File: src/rtl/mux16_1_if.sv
// Bus bundle for the registered 16:1 channel selector.
// The producer (master) drives the sixteen channels, the channel index and the
// qualifier; the selector (slave) returns the registered sample and its strobe.
interface mux16_1_if #(
    parameter int WIDTH = 6
);
    logic [WIDTH-1:0] datain_0;
    logic [WIDTH-1:0] datain_1;
    logic [WIDTH-1:0] datain_2;
    logic [WIDTH-1:0] datain_3;
    logic [WIDTH-1:0] datain_4;
    logic [WIDTH-1:0] datain_5;
    logic [WIDTH-1:0] datain_6;
    logic [WIDTH-1:0] datain_7;
    logic [WIDTH-1:0] datain_8;
    logic [WIDTH-1:0] datain_9;
    logic [WIDTH-1:0] datain_10;
    logic [WIDTH-1:0] datain_11;
    logic [WIDTH-1:0] datain_12;
    logic [WIDTH-1:0] datain_13;
    logic [WIDTH-1:0] datain_14;
    logic [WIDTH-1:0] datain_15;
    logic [3:0]       select;
    logic             in_valid;
    logic [WIDTH-1:0] out;
    logic             out_valid;

    modport master (
        output datain_0, datain_1, datain_2, datain_3,
               datain_4, datain_5, datain_6, datain_7,
               datain_8, datain_9, datain_10, datain_11,
               datain_12, datain_13, datain_14, datain_15,
               select, in_valid,
        input  out, out_valid
    );

    modport slave (
        input  datain_0, datain_1, datain_2, datain_3,
               datain_4, datain_5, datain_6, datain_7,
               datain_8, datain_9, datain_10, datain_11,
               datain_12, datain_13, datain_14, datain_15,
               select, in_valid,
        output out, out_valid
    );
endinterface

File: src/rtl/mux16_1.sv
// Registered 16:1 channel selector.
// A sample is taken on every clock edge where in_valid is high; the chosen
// channel appears on out one clock later together with a one-cycle out_valid.
// out holds its last value while no sample is accepted. Only the output
// registers are reset; channel data and select are plain datapath.
module mux16_1 #(
    parameter int WIDTH = 6
) (
    input  logic     clk,
    input  logic     rst_n,
    mux16_1_if.slave bus
);

    logic [WIDTH-1:0] sel_data;
    logic [WIDTH-1:0] out_d;
    logic [WIDTH-1:0] out_q;
    logic             out_valid_d;
    logic             out_valid_q;

    // Full 16-way decode of the channel index; every code maps to its own channel.
    always_comb begin
        sel_data = bus.datain_0;
        unique case (bus.select)
            4'd0:  sel_data = bus.datain_0;
            4'd1:  sel_data = bus.datain_1;
            4'd2:  sel_data = bus.datain_2;
            4'd3:  sel_data = bus.datain_3;
            4'd4:  sel_data = bus.datain_4;
            4'd5:  sel_data = bus.datain_5;
            4'd6:  sel_data = bus.datain_6;
            4'd7:  sel_data = bus.datain_7;
            4'd8:  sel_data = bus.datain_8;
            4'd9:  sel_data = bus.datain_9;
            4'd10: sel_data = bus.datain_10;
            4'd11: sel_data = bus.datain_11;
            4'd12: sel_data = bus.datain_12;
            4'd13: sel_data = bus.datain_13;
            4'd14: sel_data = bus.datain_14;
            4'd15: sel_data = bus.datain_15;
        endcase
    end

    // Next-state: load the selected channel on an accepted sample, otherwise hold.
    always_comb begin
        out_d       = out_q;
        out_valid_d = 1'b0;
        if (bus.in_valid) begin
            out_d       = sel_data;
            out_valid_d = 1'b1;
        end
    end

    // Output registers; reset clears them immediately, discarding any in-flight sample.
    always_ff @(posedge clk or negedge rst_n) begin
        if (!rst_n) begin
            out_q       <= '0;
            out_valid_q <= 1'b0;
        end else begin
            out_q       <= out_d;
            out_valid_q <= out_valid_d;
        end
    end

    assign bus.out       = out_q;
    assign bus.out_valid = out_valid_q;

endmodule

File: src/flat_wrapper.sv
// flat-port wrapper written by rule: the top's interface ports become plain ports
module mux16_1_flat 
#(
    parameter int WIDTH = 6
)
  (clk, rst_n, bus_datain_0, bus_datain_1, bus_datain_2, bus_datain_3, bus_datain_4, bus_datain_5, bus_datain_6, bus_datain_7, bus_datain_8, bus_datain_9, bus_datain_10, bus_datain_11, bus_datain_12, bus_datain_13, bus_datain_14, bus_datain_15, bus_select, bus_in_valid, bus_out, bus_out_valid);
  mux16_1_if #(.WIDTH(WIDTH)) bus_i ();
  input  logic clk;
  input  logic rst_n;
  input wire logic [$bits(bus_i.datain_0)-1:0] bus_datain_0;
  input wire logic [$bits(bus_i.datain_1)-1:0] bus_datain_1;
  input wire logic [$bits(bus_i.datain_2)-1:0] bus_datain_2;
  input wire logic [$bits(bus_i.datain_3)-1:0] bus_datain_3;
  input wire logic [$bits(bus_i.datain_4)-1:0] bus_datain_4;
  input wire logic [$bits(bus_i.datain_5)-1:0] bus_datain_5;
  input wire logic [$bits(bus_i.datain_6)-1:0] bus_datain_6;
  input wire logic [$bits(bus_i.datain_7)-1:0] bus_datain_7;
  input wire logic [$bits(bus_i.datain_8)-1:0] bus_datain_8;
  input wire logic [$bits(bus_i.datain_9)-1:0] bus_datain_9;
  input wire logic [$bits(bus_i.datain_10)-1:0] bus_datain_10;
  input wire logic [$bits(bus_i.datain_11)-1:0] bus_datain_11;
  input wire logic [$bits(bus_i.datain_12)-1:0] bus_datain_12;
  input wire logic [$bits(bus_i.datain_13)-1:0] bus_datain_13;
  input wire logic [$bits(bus_i.datain_14)-1:0] bus_datain_14;
  input wire logic [$bits(bus_i.datain_15)-1:0] bus_datain_15;
  input wire logic [$bits(bus_i.select)-1:0] bus_select;
  input wire logic [$bits(bus_i.in_valid)-1:0] bus_in_valid;
  output wire logic [$bits(bus_i.out)-1:0] bus_out;
  output wire logic [$bits(bus_i.out_valid)-1:0] bus_out_valid;
  assign bus_i.datain_0 = bus_datain_0;
  assign bus_i.datain_1 = bus_datain_1;
  assign bus_i.datain_2 = bus_datain_2;
  assign bus_i.datain_3 = bus_datain_3;
  assign bus_i.datain_4 = bus_datain_4;
  assign bus_i.datain_5 = bus_datain_5;
  assign bus_i.datain_6 = bus_datain_6;
  assign bus_i.datain_7 = bus_datain_7;
  assign bus_i.datain_8 = bus_datain_8;
  assign bus_i.datain_9 = bus_datain_9;
  assign bus_i.datain_10 = bus_datain_10;
  assign bus_i.datain_11 = bus_datain_11;
  assign bus_i.datain_12 = bus_datain_12;
  assign bus_i.datain_13 = bus_datain_13;
  assign bus_i.datain_14 = bus_datain_14;
  assign bus_i.datain_15 = bus_datain_15;
  assign bus_i.select = bus_select;
  assign bus_i.in_valid = bus_in_valid;
  assign bus_out = bus_i.out;
  assign bus_out_valid = bus_i.out_valid;
  mux16_1 #(.WIDTH(WIDTH)) u_core (.clk(clk), .rst_n(rst_n), .bus(bus_i));
endmodule
File: config.mk
export PLATFORM = sky130hd
export DESIGN_NAME = mux16_1_flat
export DESIGN_NICKNAME = d
export VERILOG_FILES = /design/src/rtl/mux16_1_if.sv /design/src/rtl/mux16_1.sv /design/src/flat_wrapper.sv
export SDC_FILE = /design/constraint.sdc
export NUM_CORES = 1
export LEC_CHECK = 0
export ABC_CLOCK_PERIOD_IN_PS = 1200
export BUFFER_PORTS_ARGS = -buffer_cell sky130_fd_sc_hd__buf_2
export CORE_ASPECT_RATIO = 1.1
export CORE_MARGIN = 2
export CORE_UTILIZATION = 40
export DETAILED_ROUTE_END_ITERATION = 16
export PLACE_DENSITY_LB_ADDON = 0.3
export SLEW_MARGIN = 10
export SYNTH_ARGS = -nofsm -noshare
export SYNTH_HDL_FRONTEND = slang
export SYNTH_SLANG_ARGS = --single-unit
File: constraint.sdc
create_clock -name clk -period 1.2 [get_ports clk]
set_input_delay 0.06 -clock clk [delete_from_list [all_inputs] [get_ports clk]]
set_output_delay 0.06 -clock clk [all_outputs]
set_load 0.01 [all_outputs]
==> run summary <==
H-tree levels: 1
first-pass GRT wire length: 6090 um
Final nets: 358
# fillers: 233
part of the Yosys area used for sequential elements: 0.154
mapped cell area: 1140 um^2
Tcrit/Tclk final: 0.966
average size of a mapped cell: 9.05 um^2
clock root buffer: clkbuf_4
crit-path cells: buf_4 > buf_6 > nor4b_4 > buf_4 > a21oi_1 > o211ai_1 > o31a_1
WL final: 4220 um
Tot GR Track Use: 0.252
Worst-Margin Slew: 0.388 ns
Power Internal: 0.000751 W
DRT Pass-1 Iters: 4
post-synth top area cell: dfrtp_1
number of flops mapped to enable cells by yosys: 0
min cycle time layout: 1.16 ns
Area growth syn-to-layout: 67.2%
Crit. End Element: register
Slowest cell on crit path: o31a_1
Final Max Slew Viols: 0
worst hold-check path type: input pin to register
placed instance area: 1860 um^2
commonest non-fill, non-tap cell in the layout: buf_2
Crit Path Max Fanout: 10
status: finished clean
die area: 3290 um^2
R2R cell count: 2
ys async rst share: 1.00
via count: 1636
CTS Buf Count: 3
worst vdd ir: 0.469 mV
vias per cell: 5.70
Final Hold Fails: 0
Post-Synthesis Cells: 126
number of max-cap violations: 0
post-route cell area: 1910 um^2
dpl cells: 282
Residual DRC: 0
worst slack at placement: -0.205 ns
Max clock buf depth: 2
sw frac: 0.321
CTS sink count: 7
WL per Instance: 14.7 um
maximum clock frequency: 0.863 GHz
largest net degree at the start of global routing: 13
worst reg2reg setup slack: 0.40 ns
Slew headroom: 0.741
Net Count, Synth: 229
commonest non-fill, non-tap cells in the layout: buf_2 (108), buf_4 (21), a22oi_1 (18), o22ai_1 (10), mux2i_1 (8)
initial antenna violation count: 0
CP required: 1.32 ns
RSZ-0062 raised after global routing: no
Synth cell types: 37
final cell count without fillers: 287
number of port buffers: 109
r2r endpoint: u_core.bus.out[2]$_DFFE_PN0P_
post-detail-place hpwl: 3710 um
RR Startpoint: u_core.bus.out[2]$_DFFE_PN0P_
hold endpoint: u_core.bus.out[0]$_DFFE_PN0P_
Final Worst Setup Slack: 0.0409 ns
Worst-path clk slew: 0.05 ns
combinational power share: 0.562
grt ovf: 0
Flop pwr share: 0.256
skew final: 0 ns
Setup Fix Bufs, Post-CTS: 0
Setup violations, final: 0
RD Place Congestion: 0.943
DRT iter0 DRCs: 66
hold path start: bus_datain_0[0]
die height: 60.0 um
Worst EP arrival: 1.28 ns
worst-skew pair later-pin latency: 0.24 ns
CTS tree: built
vias in the first global route: 1519
CP Launch Type: input pin
Ant. Diodes: 0
antenna viol nets, final: 0
Psw: 0.000355 W
die width: 54.9 um
area share of the largest cell type after synthesis: 0.154
dominant cells by area after synthesis: dfrtp_1 (15%), a22oi_1 (12%), mux4_2 (9.9%)
WS Path Type: input pin to register
P_leak: 0.924 nW
Rows: 20
Hold Path Cell Cnt: 3
starting density of the core: 0.418
I/O pins: 110
Synth Register Bits: 7
core box area: 2730 um^2
share of cells above drive strength 1: 0.575
total power divided by cell area: 580 nW/um^2
Clk pwr share: 0.182
YS warnings: 0
Hold Slack: 0.117 ns
max incr delay on CP: 0.31 ns
most common flop cell mapped by yosys: dfrtp_1
cell repeated most along the worst path: buf_4
## per-layer routing
layer	share of wire	global-route usage	vias up
met5	0	0	-
met4	0.017	0.0906	0
met3	0.092	0.0450	10
met2	0.51	0.447	88
met1	0.38	0.296	758
li1	-	-	780
## logic make-up after synthesis
family	share of synthesized area
AO/OA/AOI/OAI	0.390
buffers and inverters	0.0746
flip-flops	0.154
multiplexers	0.188
AND/OR/NAND/NOR	0.194
## flip-flops by register name, indices dropped and copies added, names as in the netlist
register and count:
u_core.bus.out 6, u_core.bus.out_valid 1
## through the flow
stage | setup TNS [ns] | util | power [W]
floorplan | 0 | - | 0.000591
global placement | -0.943 | 0.682 | 0.000888
detailed placement | -1.07 | 0.682 | 0.000897
CTS | 0 | 0.695 | 0.00110
global route | 0 | 0.699 | 0.00119
finish | 0 | 0.699 | 0.00111
## power by group through the flow
| stage | logic, W | clock network, W | registers, W |
|---|---|---|---|
| floorplan | 0.000286 | 0 | 0.000305 |
| global placement | 0.000602 | 0 | 0.000286 |
| detailed placement | 0.000610 | 0 | 0.000287 |
| CTS | 0.000614 | 0.000205 | 0.000283 |
| global route | 0.000677 | 0.000226 | 0.000286 |
| finish | 0.000621 | 0.000202 | 0.000283 |
## worst max-delay path by stage
| stage | cells past startpoint | from | to |
|---|---|---|---|
| 6_report | 7 | bus_select[0] | u_core.bus.out[1]$_DFFE_PN0P_ |
| 5_1_grt | 5 | bus_select[0] | u_core.bus.out[1]$_DFFE_PN0P_ |
| 4_1_cts | 7 | bus_select[0] | u_core.bus.out[2]$_DFFE_PN0P_ |
| 3_5_place_dp | 7 | bus_select[0] | u_core.bus.out[2]$_DFFE_PN0P_ |
| 3_3_place_gp | 5 | bus_select[0] | u_core.bus.out[4]$_DFFE_PN0P_ |
| 2_1_floorplan | 5 | bus_select[0] | u_core.bus.out[1]$_DFFE_PN0P_ |
## Yosys cell counts, drive strengths merged (4+ instances only)
cell type	count
nor2b	5
mux4	5
o211ai	4
nand3	6
a21oi	4
o22ai	10
a22oi	18
o31a	4
nand2	7
dfrtp	7
nor2	4
o22a	4
buf	9
mux2i	9
nand3b	4
and2b	4
## critical path, delay by kind of cell
family | cells | cell delay (ns)
compound gates | 3 | 0.64
simple gates | 1 | 0.13
buf+inv | 3 | 0.44
## layout make-up
class	instances	area, um^2	share of cell area
timing repair buffer	134	779	0.409
tap	33	41.3	0.0217
sequential	7	175	0.0919
multi-input combinational	109	883	0.464
clock buffer	4	26.3	0.0138
## timing repair
action                                  CTS  global route
gates resized for setup                   0             4
endpoints found under the setup margin    0             6
endpoints found under the hold margin     7             0
hold buffers                              1             0
(Power assumes the default switching activity.)
